`src/rtl/uart_transmitter.sv`:
```
// 8N1 UART transmitter: one byte per accepted start strobe, LSB first, registered outputs.
// Define UART_TX_PARITY_EN to insert an even-parity bit between the data bits and the stop bit.
module uart_transmitter #(
    parameter int unsigned CLK_FREQ_HZ = 50000000,
    parameter int unsigned BAUD_RATE   = 115200
) (
    input  logic       clk,
    input  logic       reset,
    input  logic [7:0] data_in,
    input  logic       start_transmit,
    output logic       tx,
    output logic       transmission_done
);

    // Must come out >= 2 for the bit-boundary compare to be meaningful.
    localparam int unsigned CLKS_PER_BIT = CLK_FREQ_HZ / BAUD_RATE;
    localparam int unsigned CntW = (CLKS_PER_BIT > 1) ? $clog2(CLKS_PER_BIT) : 1;
    localparam logic [CntW-1:0] LastCnt = CntW'(CLKS_PER_BIT - 1);

`ifdef UART_TX_PARITY_EN
    typedef enum logic [2:0] {StIdle, StStart, StData, StParity, StStop} state_e;
`else
    typedef enum logic [1:0] {StIdle, StStart, StData, StStop} state_e;
`endif

    state_e          state_q;
    logic [CntW-1:0] baud_q;
    logic [2:0]      bit_idx_q;
    logic [7:0]      shift_q;
    logic            tx_q;
    logic            done_q;
    logic            bit_end;

    assign bit_end = (baud_q == LastCnt);

    always_ff @(posedge clk or negedge reset) begin
        if (!reset) begin
            state_q   <= StIdle;
            baud_q    <= '0;
            bit_idx_q <= '0;
            shift_q   <= '0;
            tx_q      <= 1'b1;
            done_q    <= 1'b0;
        end else begin
            done_q <= 1'b0;
            if (state_q != StIdle) begin
                baud_q <= bit_end ? '0 : baud_q + 1'b1;
            end
            unique case (state_q)
                StIdle: begin
                    // tx drops on the accepting edge: zero-cycle start latency.
                    if (start_transmit) begin
                        shift_q   <= data_in;
                        baud_q    <= '0;
                        bit_idx_q <= '0;
                        tx_q      <= 1'b0;
                        state_q   <= StStart;
                    end
                end
                StStart: begin
                    if (bit_end) begin
                        tx_q      <= shift_q[0];
                        bit_idx_q <= '0;
                        state_q   <= StData;
                    end
                end
                StData: begin
                    if (bit_end) begin
                        if (bit_idx_q == 3'd7) begin
`ifdef UART_TX_PARITY_EN
                            tx_q    <= ^shift_q;
                            state_q <= StParity;
`else
                            tx_q    <= 1'b1;
                            state_q <= StStop;
`endif
                        end else begin
                            bit_idx_q <= bit_idx_q + 3'd1;
                            tx_q      <= shift_q[bit_idx_q + 3'd1];
                        end
                    end
                end
`ifdef UART_TX_PARITY_EN
                StParity: begin
                    if (bit_end) begin
                        tx_q    <= 1'b1;
                        state_q <= StStop;
                    end
                end
`endif
                StStop: begin
                    if (bit_end) begin
                        done_q  <= 1'b1;
                        state_q <= StIdle;
                    end
                end
                default: begin
                    tx_q    <= 1'b1;
                    state_q <= StIdle;
                end
            endcase
        end
    end

    assign tx                = tx_q;
    assign transmission_done = done_q;

endmodule

```
`config.mk`:
```
export PLATFORM = sky130hd
export DESIGN_NAME = uart_transmitter
export DESIGN_NICKNAME = d
export VERILOG_FILES = /design/src/rtl/uart_transmitter.sv
export SDC_FILE = /design/constraint.sdc
export NUM_CORES = 1
export LEC_CHECK = 0
export CORE_MARGIN = 2
export CORE_UTILIZATION = 55
export DETAILED_ROUTE_END_ITERATION = 12
export PLACE_DENSITY = 0.74
export SETUP_SLACK_MARGIN = 0.1
export SYNTH_ARGS = -nofsm -noshare
export SYNTH_HDL_FRONTEND = slang
export SYNTH_SLANG_ARGS = --single-unit
```
`constraint.sdc`:
```
create_clock -name clk -period 2.3 [get_ports clk]
set_input_delay 0.46 -clock clk [delete_from_list [all_inputs] [get_ports clk]]
set_output_delay 0.46 -clock clk [all_outputs]
set_load 0.01 [all_outputs]
```
After elaboration in Yosys (flattened, before gate mapping) --
Index checks and enable logic that the tools add are counted. Widths: inputs -> output; s select.
Storage, ports and cells: input bits 11, word-level logic and storage cells 51, bits in registers 24, output and inout bits 2
Operators by class: eq/ne operators 11, add/subtract/negate cells 2, order comparisons 1, reduce and logical (&&, ||, !) cells 7, mux-type cells 24
Operators with widths (number):
- $mux 9 | 4
- $mux 3 | 4
- $ne 2x2->1 const B | 6
- $mux 2 | 5
- $reduce_and 5->1 | 2
- $add 9x1->9 const B | 1
- $eq 9x9->1 const B | 1
- $pmux 3 s3 | 1
- $pmux 2 s4 | 1
- $mux 1 | 7
- $eq 2x2->1 const B | 2
- $lt 3x4->1 const B | 1
- $reduce_and 4->1 | 1
- $add 3x1->3 const B | 1
- $bmux 1 s3 | 1
- $eq 3x3->1 const B | 1
- $pmux 1 s3 | 1
- $reduce_bool 3->1 | 1
- $eq 2x1->1 const B | 1
- $logic_not 2->1 | 1
- $reduce_and 2->1 | 1
- $reduce_bool 2->1 | 1

Depth between registers and ports, before layout --
depth in word-level cells 6, mapped depth 7, gate-level depth less buffers 6

Least setup slack after synthesis --
OpenSTA, ideal clock, no wires.
path kind reg2reg, start reg baud_q[1], end reg state_q[1], stages on the path, launching flop included 8, period minus slack after synthesis 1.784 ns, buffers on the path 1, library setup time 0.125 ns, slack 0.516 ns, required time 2.175 ns, arrival 1.659 ns, cells stage by stage dfrtp_1 > inv_1 > ha_1 > and4_1 > clkbuf_1 > a21oi_1 > nor3_1 > mux2_2
On the way: longest elaborated chain between the ends 3, elaborated cells between the ends (all ways) 5, classes of those cells 4 x eq/ne; 1 x reduce/logical
RTL lines:
- from (decl) | RTL line 27 | logic [CntW-1:0] baud_q;
- from (signal assigned) | RTL line 47 | baud_q <= bit_end ? '0 : baud_q + 1'b1;
- $eq 9x9->1 * | RTL line 34 | assign bit_end = (baud_q == LastCnt);
- $ne 2x2->1 (no source line)
- $reduce_and 5->1 (no source line) *
- to (signal assigned) | RTL line 38 | state_q <= StIdle;
- to (signal assigned) | RTL line 57 | state_q <= StStart;
- to (signal assigned) | RTL line 64 | state_q <= StData;
- to (decl) | RTL line 26 | state_e state_q;
Mark *: on every way between the ends. The rest lies on a longest branch, timed or not. A chain may end at the register's enable or synchronous reset.

Worst setup path after layout --
Same ends and word-level chain as after synthesis.

==> metrics.cfg <==
[outcome]
status = finished, final reports clean

[detailed_routing]
ant_nets = 0
wl_per_cell_um = 15.6
drc_errors = 0
vias_per_cell = 5.92
first_pass_iters = 4
vias = 977
routed_wl_um = 2580
drt_iter0_drc = 25

[cts]
clk_pin_slew_ns = 0.14
cts_buffer_depth = 2
cts_root_buf = clkbuf_4
postCtsResizedCells = 0
cts_tree = built
cts.sinks = 24
cts_setup_buffers = 0
postCtsHoldBufs = 0
insertion_delay_ns = 0.32
cts_buffers = 3
htree_levels = 1

[synth]
syn_nets = 140
syn-cell-area_um2 = 1330
synth_cell_types = 39
synthTopCellsByArea = dfrtp_1, mux2_2, ha_1, o21ai_0, mux4_2
yosysTopAreaCellShare_pct = 43.2
yosys_warnings = 0
ys_ff_latch = 24
ys_seq_area_share_pct = 45.2
avgSynthCellArea_um2 = 11.0
yosysTopAreaCell = dfrtp_1
synth_cells = 121

[critical_path]
timing.rr.end = state_q[1]$_DFFE_PN0P_
cp_slowest_stage_delay_ns = 0.45
critPathRequiredTime_ns = 2.52
arrival_ns = 2.13
critPathLaunchType = flop
cp_max_fo = 7
worst-path-buf-inv = 1
worst_path_max_delay_cell = dfrtp_1
worstPathCellList = inv_1, ha_1, and4_1, a21oi_1, nor3_1, mux2_2
crit_family = simple AND/OR/NAND/NOR gates
setup.worst_path.end_class = flop
regToRegSetupSlack_ns = 0.39
r2r_start = baud_q[1]$_DFF_PN0_
critPathKind = reg2reg
ff2ff_path_depth = 6

[die]
fp-row-count = 17
fp.dieW_um = 53.2
dieArea_um2 = 2830
core_area_um2 = 2250
die_y_um = 53.2
start_util_pct = 59.1
top_level_ports = 13

[min_path]
min_path_type = in2async

[placement]
gp_congestion = 0.839
portBuffers = 12
hpwlAfterDp_um = 1930
dp.cells = 161

[timing]
fmax_ghz = 0.523
tightest_slew_ns = 0.545
finalSetupViolCount = 0
rsz0062_at_grt = false
hold_violations = 0
period_needed_ns = 1.91
relSlewSlack_pct = 63.6
period_share_pct = 83.2
skew_ns = 0.00691
drv_slew = 0
finalSetupTns_ns = 0

[cells_and_area]
final_common_cell = dfrtp_1
final_cell_mix = dfrtp_1, clkdlybuf4s50_1, o21ai_0, mux2_2, nand2_1
fin_cells = 165
drive_gt1_share_pct = 21.2
finalNetCount = 157
area_delta_synth_final_pct = 15.3
num_antenna_cells = 0

[power]
p_total_mw = 1.71
ir_drop_v = 0.000885
power_density_nw_per_um2 = 1120
power_leakage_nw = 0.672

[global_route]
grt_overflow_total = 0
grt_pass1_wl_um = 4560
grt_max_degree = 25
track_usage_pct = 22.9
antenna_found_initial = 0
grt_pass1_vias = 991

[run]
maxCapViolCount = 0

state kept, by name, summed over array words and instances, names as in the netlist:
register	cells
tx	1
state_q	2
shift_q	8
transmission_done	1
baud_q	9
bit_idx_q	3
cell families after synthesis:
| group | after synthesis | synth area share (%) |
|---|---|---|
| and+or+nand+nor | 35 | 15.3 |
| AOI/OAI and AO/OA | 31 | 16.4 |
| DFF | 24 | 45.2 |
| muxes | 13 | 12.6 |
| buffers and inverters | 10 | 3.00 |
| adders and majority gates | 8 | 7.51 |
worst register-to-register path, stage by stage, from the launching register on:
cell and delay, ns:
dfrtp_1 0.45, inv_1 0.08, ha_1 0.14, and4_1 0.33, a21oi_1 0.13, nor3_1 0.31
mux2_2 0.38
Yosys cell counts:
cell      number
or3_1          2
buf_2          2
mux2_2        10
a21oi_2        2
or2_2          1
or3_2          1
dfrtp_1       23
and4_1         1
nand4_1        1
ha_1           8
a211oi_1       2
a21o_2         1
mux2i_1        1
nor3_1         4
a22o_1         2
o41a_1         2
a21oi_1        4
o31a_2         1
a211o_1        1
a21o_1         1
and2_1         3
and3_1         2
o21bai_1       1
o21ai_0       10
nor2_1         3
o22ai_1        1
nor4b_4        1
o32a_1         1
buf_1          1
nor4_1         1
nor2b_1        3
a31o_1         2
mux4_2         2
dfstp_2        1
inv_1          6
nand3_1        2
clkbuf_1       1
nand2_1        9
and3_2         1
cell type report:
| cell class | count | area (um2) |
|---|---|---|
| fill | 188 | 718 |
| multi-input combinational | 87 | 691 |
| sequential | 24 | 602 |
| timing repair buffer | 16 | 150 |
| clock buffer | 4 | 36.3 |
| tap | 28 | 35.0 |
| inverter | 6 | 22.5 |
power breakdown:
| part | internal, mW | switching, mW | leakage, nW |
|---|---|---|---|
| Combinational | 0.400 | 0.380 | 0.347 |
| Clock | 0.0969 | 0.132 | 0.0210 |
| Sequential | 0.570 | 0.136 | 0.304 |
through the flow:
step / utilization, % / area, um2 / hold slack, ns / worst slack, ns
2_1_floorplan: - / 1330 / 0.164 / 0.516
3_3_place_gp: 66.5 / 1500 / 0.495 / 0.435
3_5_place_dp: 66.5 / 1500 / 0.498 / 0.388
4_1_cts: 68.1 / 1540 / 0.474 / 0.396
5_1_grt: 68.1 / 1540 / 0.506 / 0.191
6_report: 68.1 / 1540 / 0.466 / 0.386
layer usage:
metal / global-route usage [%] / share of wire [%] / wire (um) / up-vias
met4: 12.4 / 1.9 / 50 / 0
met1: 32.4 / 47 / 1220 / 476
met2: 32.5 / 47 / 1210 / 20
met5: 0 / 0 / 0 / -
li1: - / - / - / 477
met3: 4.52 / 3.6 / 93 / 4
worst max-delay path by stage:
| stage | end | start | cells after the start | slack [ns] |
|---|---|---|---|---|
| finish | state_q[1]$_DFFE_PN0P_ | baud_q[1]$_DFF_PN0_ | 6 | 0.39 |
| detailed placement | state_q[1]$_DFFE_PN0P_ | start_transmit | 4 | 0.39 |
| CTS | state_q[1]$_DFFE_PN0P_ | baud_q[1]$_DFF_PN0_ | 6 | 0.40 |
| floorplan | state_q[1]$_DFFE_PN0P_ | baud_q[1]$_DFF_PN0_ | 7 | 0.52 |
| global route | state_q[1]$_DFFE_PN0P_ | state_q[0]$_DFFE_PN0P_ | 6 | 0.19 |
| global placement | baud_q[5]$_DFF_PN0_ | start_transmit | 5 | 0.43 |
Note: power is estimated with default switching activity, not from simulation.
